$ cat config.mk
export PLATFORM = sky130hd
export DESIGN_NAME = vga_tile_painter
export DESIGN_NICKNAME = d
export VERILOG_FILES = /design/src/rtl/vga_tile_painter.sv
export SDC_FILE = /design/constraint.sdc
export NUM_CORES = 2
export LEC_CHECK = 0
export ABC_CLOCK_PERIOD_IN_PS = 20900
export BUFFER_PORTS_ARGS = -buffer_cell sky130_fd_sc_hd__buf_4
export CAP_MARGIN = 0
export CORE_ASPECT_RATIO = 1.75
export CORE_MARGIN = 1
export CORE_UTILIZATION = 46
export DETAILED_ROUTE_END_ITERATION = 8
export HOLD_SLACK_MARGIN = 0.1
export PLACE_DENSITY = 0.65
export SETUP_SLACK_MARGIN = 0.5
export SYNTH_ARGS = -nofsm -noshare
export SYNTH_HDL_FRONTEND = slang
export SYNTH_SLANG_ARGS = --single-unit
$ cat constraint.sdc
create_clock -name Clock -period 20.9 [get_ports Clock]
set_input_delay 1.045 -clock Clock [delete_from_list [all_inputs] [get_ports Clock]]
set_output_delay 1.045 -clock Clock [all_outputs]
set_load 0.01 [all_outputs]
$ cat src/rtl/vga_tile_painter.sv
// vga_tile_painter
//   Pixel-colour stage that sits after the VGA timing generator. It tracks the
//   current pixel column/row from the raw sync and display-enable strobes,
//   looks up a 3-bit colour per 16x16 tile in an internal tile RAM, and drives
//   registered R/G/B outputs. The syncs are delayed so they stay aligned with
//   the colour. After every reset the tile RAM is cleared to black, one entry
//   per clock. Once the clear has finished, the host may write tiles while
//   the display is blanking.
//
//   Optional build macro: VGA_TILE_GRID_EN. When it is defined, the first
//   column and first row of every tile are drawn as white grid lines.
//
// Ports:
//   Clock       system clock, rising edge
//   Reset       asynchronous, active-low reset
//   iHsync      Hsync from the timing stage (active low)
//   iVsync      Vsync from the timing stage (active low)
//   iDisplayEn  high during the visible part of a line
//   iWrValid    host write request
//   iWrAddr     tile index (row*40 + col)
//   iWrColor    tile colour {R,G,B}
//   oWrReady    write accepted when iWrValid && oWrReady
//   oClearDone  high once the post-reset RAM clear has completed
//   oHsync      iHsync delayed 2 clocks
//   oVsync      iVsync delayed 2 clocks
//   oRed/oGreen/oBlue  registered pixel colour, 2 clocks of latency
module vga_tile_painter #(
    parameter int unsigned H_ACTIVE   = 640,
    parameter int unsigned V_ACTIVE   = 480,
    parameter int unsigned PIX_DIV    = 4,
    parameter int unsigned TILE_SHIFT = 4,
    parameter int unsigned ADDR_W     = 11
) (
    input  logic              Clock,
    input  logic              Reset,
    input  logic              iHsync,
    input  logic              iVsync,
    input  logic              iDisplayEn,
    input  logic              iWrValid,
    input  logic [ADDR_W-1:0] iWrAddr,
    input  logic [2:0]        iWrColor,
    output logic              oWrReady,
    output logic              oClearDone,
    output logic              oHsync,
    output logic              oVsync,
    output logic              oRed,
    output logic              oGreen,
    output logic              oBlue
);

    localparam int unsigned TILES_X    = H_ACTIVE >> TILE_SHIFT;
    localparam int unsigned TILES_Y    = V_ACTIVE >> TILE_SHIFT;
    localparam int unsigned TILE_COUNT = TILES_X * TILES_Y;
    localparam int unsigned COL_W      = $clog2(H_ACTIVE);
    localparam int unsigned ROW_W      = $clog2(V_ACTIVE);
    localparam int unsigned DIV_W      = (PIX_DIV > 1) ? $clog2(PIX_DIV) : 1;

    typedef enum logic {
        CLEAR,
        RUN
    } state_t;

    state_t state, next_state;

    logic [ADDR_W-1:0] clear_addr;
    logic              clear_last;

    // Single RAM write port, shared between the clear sweep and the host.
    logic              ram_we;
    logic [ADDR_W-1:0] ram_waddr;
    logic [2:0]        ram_wdata;
    logic              ram_show;

    logic [2:0] tile_ram [TILE_COUNT];

    logic [DIV_W-1:0] div;
    logic [COL_W-1:0] col;
    logic [ROW_W-1:0] row;
    logic             de_q;

    logic [ADDR_W-1:0] tile_addr;
    logic [ADDR_W-1:0] s1_addr;
    logic              s1_de;
    logic              s1_hs;
    logic              s1_vs;
    logic [2:0]        pix_next;

`ifdef VGA_TILE_GRID_EN
    logic on_grid;
    logic s1_grid;
`endif

    assign clear_last = (clear_addr == ADDR_W'(TILE_COUNT - 1));

    // ---------------- FSM: state register ----------------
    always_ff @(posedge Clock or negedge Reset) begin
        if (!Reset) begin
            state <= CLEAR;
        end else begin
            state <= next_state;
        end
    end

    // ---------------- FSM: next state ----------------
    always_comb begin
        next_state = state;
        if (state == CLEAR && clear_last) begin
            next_state = RUN;
        end
    end

    // ---------------- FSM: outputs ----------------
    always_comb begin
        oWrReady  = 1'b0;
        ram_we    = 1'b0;
        ram_waddr = clear_addr;
        ram_wdata = '0;
        ram_show  = 1'b0;
        case (state)
            CLEAR: begin
                ram_we = 1'b1;
            end
            RUN: begin
                oWrReady = !iDisplayEn;
                ram_show = 1'b1;
                // Out-of-range writes are handshaken but never reach the RAM.
                if (iWrValid && !iDisplayEn && (iWrAddr < ADDR_W'(TILE_COUNT))) begin
                    ram_we    = 1'b1;
                    ram_waddr = iWrAddr;
                    ram_wdata = iWrColor;
                end
            end
            default: ;
        endcase
    end

    // Clear sweep address and completion flag.
    always_ff @(posedge Clock or negedge Reset) begin
        if (!Reset) begin
            clear_addr <= '0;
            oClearDone <= 1'b0;
        end else if (state == CLEAR) begin
            if (clear_last) begin
                oClearDone <= 1'b1;
            end else begin
                clear_addr <= clear_addr + ADDR_W'(1);
            end
        end
    end

    always_ff @(posedge Clock) begin
        if (ram_we) begin
            tile_ram[ram_waddr] <= ram_wdata;
        end
    end

    // ---------------- Pixel position tracking ----------------
    always_ff @(posedge Clock or negedge Reset) begin
        if (!Reset) begin
            div  <= '0;
            col  <= '0;
            row  <= '0;
            de_q <= 1'b0;
        end else begin
            de_q <= iDisplayEn;

            if (!iDisplayEn) begin
                div <= '0;
                col <= '0;
            end else if (div == DIV_W'(PIX_DIV - 1)) begin
                div <= '0;
                if (col != COL_W'(H_ACTIVE - 1)) begin
                    col <= col + COL_W'(1);
                end
            end else begin
                div <= div + DIV_W'(1);
            end

            // The Vsync clear takes priority over a simultaneous line end.
            if (!iVsync) begin
                row <= '0;
            end else if (de_q && !iDisplayEn && (row != ROW_W'(V_ACTIVE - 1))) begin
                row <= row + ROW_W'(1);
            end
        end
    end

    always_comb begin
        tile_addr = ADDR_W'(row >> TILE_SHIFT) * ADDR_W'(TILES_X)
                  + ADDR_W'(col >> TILE_SHIFT);
    end

`ifdef VGA_TILE_GRID_EN
    always_comb begin
        on_grid = (col[TILE_SHIFT-1:0] == '0) || (row[TILE_SHIFT-1:0] == '0);
    end
`endif

    // ---------------- Read pipeline (2 clocks) ----------------
    // The RAM read is folded into the output register. Its address comes from
    // S1, so a same-cycle write to that entry is not yet visible (old data).
    always_comb begin
        pix_next = '0;
        if (s1_de && ram_show) begin
            pix_next = tile_ram[s1_addr];
        end
`ifdef VGA_TILE_GRID_EN
        if (s1_de && s1_grid) begin
            pix_next = '1;
        end
`endif
    end

    always_ff @(posedge Clock or negedge Reset) begin
        if (!Reset) begin
            s1_addr <= '0;
            s1_de   <= 1'b0;
            s1_hs   <= 1'b1;
            s1_vs   <= 1'b1;
            oHsync  <= 1'b1;
            oVsync  <= 1'b1;
            {oRed, oGreen, oBlue} <= '0;
        end else begin
            s1_addr <= tile_addr;
            s1_de   <= iDisplayEn;
            s1_hs   <= iHsync;
            s1_vs   <= iVsync;
            oHsync  <= s1_hs;
            oVsync  <= s1_vs;
            {oRed, oGreen, oBlue} <= pix_next;
        end
    end

`ifdef VGA_TILE_GRID_EN
    always_ff @(posedge Clock or negedge Reset) begin
        if (!Reset) begin
            s1_grid <= 1'b0;
        end else begin
            s1_grid <= on_grid;
        end
    end
`endif

endmodule

Word-level counts from Yosys, hierarchy flattened

Memory sizes are Yosys's and may differ from the RTL's.
Cells that the tools add are included.

Memories: 1
Memory bits (writable): 3,600
Logic and storage cells: 60
Flip-flop bits (word level): 53
Output and inout bits: 7

Memories:

| memory   | depth | bits a word | read ports | clocked after Yosys merged registers in | wr ports | RTL line | RTL |
|---|---|---|---|---|---|---|---|
| tile_ram | 1,200 | 3           | 1          | 0                                       | 1        | 74       | `logic [2:0] tile_ram [TILE_COUNT];` |

Multipliers: 1
Eq/ne operators: 7
Order comparisons: 1
Add/sub/neg operators: 5
Bitwise operators: 2
Reductions and logical operators: 10
Muxes and demuxes: 18

Operators with widths:

| cell                                                                    | number |
|---|---|
| 10-bit two-way mux                                                      | 3 |
| 11-bit two-way mux                                                      | 2 |
| 9-bit two-way mux                                                       | 2 |
| 11-bit by 1-bit adder with 11-bit output, second input constant         | 1 |
| 11-bit by 6-bit adder with 11-bit output                                | 1 |
| 11-bit equality test, second input constant                             | 1 |
| 11-bit less-than comparator, second input constant                      | 1 |
| 10-bit by 1-bit adder with 10-bit output, second input constant         | 1 |
| 10-bit inequality test, second input constant                           | 1 |
| 9-bit by 1-bit adder with 9-bit output, second input constant           | 1 |
| 3-bit two-way mux                                                       | 3 |
| 9-bit inequality test, second input constant                            | 1 |
| 5-bit by 3-bit multiplier with 8-bit output, second input constant      | 1 |
| 1-bit logical AND                                                       | 6 |
| 2-bit by 1-bit inequality test with 1-bit output, second input constant | 3 |
| 2-bit AND reduction                                                     | 3 |
| 1-bit two-way mux                                                       | 5 |
| 2-bit two-way mux                                                       | 2 |
| 2-bit by 1-bit adder with 2-bit output, second input constant           | 1 |
| 2-bit equality test, second input constant                              | 1 |
| 1-bit NOT                                                               | 2 |
| 1-bit one-hot mux with 2 select lines                                   | 1 |
| 1-bit logical NOT                                                       | 1 |

Depth between registers and ports, before layout

Depth after elaboration: 7
Gate-level depth with buffers: 15
Mapped depth without buffers: 9

Worst setup path after synthesis

OpenSTA, ideal clock, no wires.

Path kind: input to register
From: input iWrAddr[9]
To: memory tile_ram[0][0] (data pin)
Arrival time: 17.279 ns
Stages: 6
Path slack: 0.295 ns
Data required time: 17.574 ns
Path through: nor2_1 -> o21ai_0 -> a211oi_1 -> buf_2 -> clkbuf_1 -> and2_1

Word-level cells in the longest chain between the ends: 4

RTL lines:

| item                        | RTL line | RTL |
|---|---|---|
| start, declared             | 40       | `input logic [ADDR_W-1:0] iWrAddr,` |
| 11-bit less-than comparator | 127      | `if (iWrValid && !iDisplayEn && (iWrAddr < ADDR_W'(TILE_COUNT))) begin` |
| 1-bit logical AND           | 127      |  |
| 3-bit two-way mux           | 127      |  |
| 3-bit two-way mux           | 119      | `case (state)` |
| named net ram_wdata[0]      | 71       | `logic [2:0] ram_wdata;` |
| end, declared               | 74       |  |

The timed path passes the listed nets, and every way through them passes these cells.

Worst setup path after layout

From: register s1_addr[1]
To: register oBlue

Word-level cells in the longest chain between the ends: 2

RTL lines:

| item                   | RTL line | RTL |
|---|---|---|
| start, declared        | 82       | `logic [ADDR_W-1:0] s1_addr;` |
| start signal, assigned | 224      | `s1_addr <= tile_addr;` |
| memory 1200 x 3 bit    | --       |  |
| 3-bit two-way mux      | 204      | `if (s1_de && ram_show) begin` |
| named net pix_next[0]  | 86       | `logic [2:0] pix_next;` |
| end signal, assigned   | 230      | `{oRed, oGreen, oBlue} <= pix_next;` |
| end, declared          | 48       | `output logic oBlue` |

The timed path passes the listed nets, and every way through them passes these cells.
A chain may end at the register's enable or synchronous reset.

==> flow_summary.ini <==
[critical_path]
rr_startpoint = s1_addr[1]
startpoint_type = register
cp.arrival_ns = 7.89
end_kind = register
critPathKind = reg2reg
path_delay_family = buffers and inverters
required_ns = 21.72
worstPathCellList = buf_4, buf_4, buf_4, buf_4, buf_4, buf_4, mux4_2, mux4_2, a22oi_1, a21oi_1, a2111oi_1, or4_1, a31oi_1
cp_common_cell = buf_4
crit_fanout = 41
cp_slowest_stage_delay_ns = 0.90
slowest_stage = a2111oi_1
critPathLaunch = s1_addr[1]
cp_num_buf_inv = 6

[routing]
postRouteAntennaNets = 0
drt_first_pass_iters = 6
first_iter_violations = 9693
routed_via_density = 6.39
totalWireLength_um = 434000
via_count = 76600
drt-wirelength-per-cell_um = 36.2
drc = 0

[die]
dieArea_mm2 = 0.320
fp-row-count = 273
die_w_um = 428
ios = 27
initial_utilization_pct = 46.3
core_area_mm2 = 0.316
dieHeight_um = 748

[run]
max_cap_viol_count = 0

[placed_design]
gp_congestion = 0.878
dp_hpwl_um = 261000
placed_area_mm2 = 0.151
placed_cells = 11400
portBuffers = 26

[finish]
stdcell_count = 12000
area_growth_pct = 10.0
final_area_mm2 = 0.161
drive_above_1_share_pct = 21.5
nets = 7634
nFillCells = 24800

[worst_hold_path]
hp-class = in2reg
hp-start = iHsync

[sta]
clock_skew_ns = 0.0545
slew-limit-headroom_pct = 7.27
report.final.slew_viol_count = 0
rsz0062_at_grt = false
fin_crit_ns = 7.07
finalSetupTns_ns = 0
finalSetupViolCount = 0
tightest_slew_ns = 1.38
fmax_mhz = 141
hold_viol_final = 0
timing.final.crit_share_pct = 33.8

[clocking]
cts_sinks = 3652
cts_setup_buffers = 0
htreeDepth = 5
path_clk_slew_ns = 0.07
cts.path.max_buffers = 4
clk_latency_ns = 0.97
cts_tree = built
cts_root_buffer = clkbuf_16
cts_made_buffers = 316

[pwr]
ir_worst_vdd_v = 0.0000634
cellLeakagePower_nw = 54.9
power_density_mw_per_mm2 = 85.4

[yosys]
synth_top_area_share_pct = 73.9
syn_area_mm2 = 0.146
synth_fp_nets = 7610
synth_seq_cells = 3652
synth.avg_cell_area_um2 = 19.3
synth_edf_count = 3600
ys_warn_count = 0
ys_seq_area_share_pct = 74.8
ys_async_sr_fraction_pct = 1.42
yosysTopAreaCell = edfxtp_1
synth.top_cells.by_area = edfxtp_1, mux4_2, nor2_1
netlist-cell-type-count = 89
postSynthCellCount = 7575
ys.flop_type = edfxtp_1

[grt]
grt_max_degree = 210
globalRoute.totalOverflow = 0
grt_pass1_vias = 79100
track_usage_pct = 26.8
grt_pass1_wl_um = 603000
antenna_found_initial = 22

[outcome]
outcome = completed
-- metal layers --
layer	vias up	track usage [%]	share of wire, %	wire (µm)
met4	6	18.4	8.0	34600
met3	1062	4.75	8.2	35800
met1	40700	30.1	32	141000
li1	30600	-	-	-
met5	-	0	0.011	47
met2	4289	46.6	51	223000
-- where the power goes --
group | total (mW) | switching [mW] | internal [mW]
logic | 0.0117 | 0.00724 | 0.00442
clock network | 5.81 | 2.68 | 3.14
registers | 7.92 | 0.000880 | 7.91
-- state kept, by name, summed over array words and instances (netlist names), 2 cells and up --
signal / cells
clear_addr: 11
tile_ram: 3600
col: 10
s1_addr: 11
row: 9
div: 2
-- Yosys cell counts, drive strengths merged, types with 37 or more instances --
cell type / number
edfxtp: 3600
nor2: 1278
mux4: 908
clkbuf: 287
buf: 252
mux2i: 209
nand2: 167
a22oi: 110
a21oi: 70
o22ai: 56
dfrtp: 48
o21ai: 42
a211oi: 40
nor2b: 40
and2: 37
-- final timing paths --
kind,endpoint,slack (ns),cells past startpoint
max in group asynchronous,s1_addr[4],19.25,3
setup reg to reg,oBlue,13.83,13
min in group asynchronous,clear_addr[9],0.57,2
setup / recovery,oBlue,13.83,13
hold reg to reg,oVsync,0.36,0
hold / removal,s1_hs,0.23,1
-- layout by cell type, fill, tap and decap left out, types with 40 or more instances in the layout --
| cell type | instances |
|---|---|
| a21oi_1 | 69 |
| nand2_1 | 143 |
| clkbuf_1 | 65 |
| clkbuf_16 | 325 |
| a22oi_1 | 110 |
| buf_4 | 233 |
| nor2_1 | 1262 |
| mux2i_1 | 209 |
| o21ai_0 | 40 |
| clkinv_2 | 46 |
| clkinv_1 | 67 |
| dfrtp_1 | 43 |
| edfxtp_1 | 3600 |
| mux4_2 | 887 |
| o22ai_1 | 56 |
-- area by class of cell --
| class | instances | area, µm² | area share, % |
|---|---|---|---|
| Clock buffer | 392 | 8400 | 5.22 |
| Multi-Input combinational cell | 3360 | 34200 | 21.3 |
| Inverter | 23 | 96.3 | 0.0599 |
| Timing Repair Buffer | 246 | 2000 | 1.24 |
| Antenna cell | 22 | 55.1 | 0.0342 |
| Clock inverter | 173 | 1530 | 0.952 |
| Tap cell | 4125 | 5160 | 3.21 |
| Sequential cell | 3652 | 109000 | 68.0 |
-- worst register-to-register path, stage by stage, from the launching register on --
cell	delay, ns
dfrtp_4	0.79
buf_4	0.57
buf_4	0.55
buf_4	0.57
buf_4	0.65
buf_4	0.59
buf_4	0.65
mux4_2	0.41
mux4_2	0.48
a22oi_1	0.31
a21oi_1	0.16
a2111oi_1	0.90
or4_1	0.22
a31oi_1	0.10
-- per-stage QoR --
stage | hold WS (ns) | util (%) | power (mW) | setup slack [ns]
after floorplan | 0.345 | - | 8.08 | 8.92
after global placement | 0.347 | 47.8 | 8.09 | 13.49
after detailed placement | 0.347 | 47.8 | 8.09 | 13.13
after CTS | 0.185 | 50.9 | 13.8 | 13.84
after global routing | 0.202 | 50.9 | 14.0 | 13.62
final | 0.225 | 50.9 | 13.7 | 13.83
-- cells by family after synthesis --
| group | count (synthesis) | synth area share [%] |
|---|---|---|
| flip-flops | 3652 | 74.8 |
| AND/OR/NAND/NOR | 1678 | 4.71 |
| multiplexers | 1136 | 15.6 |
| buffers and inverters | 563 | 2.12 |
| AO/OA/AOI/OAI | 500 | 2.44 |
| XOR/XNOR | 31 | 0.186 |
| adder cells (fa/ha/maj) | 15 | 0.139 |
-- repair_timing --
action / 4_1_cts / 5_1_grt
resized for setup: 0 / 0
endpoints found under the hold margin: 12 / 0
hold buffers: 1 / 0
Note: power is estimated with default switching activity, not from simulation.
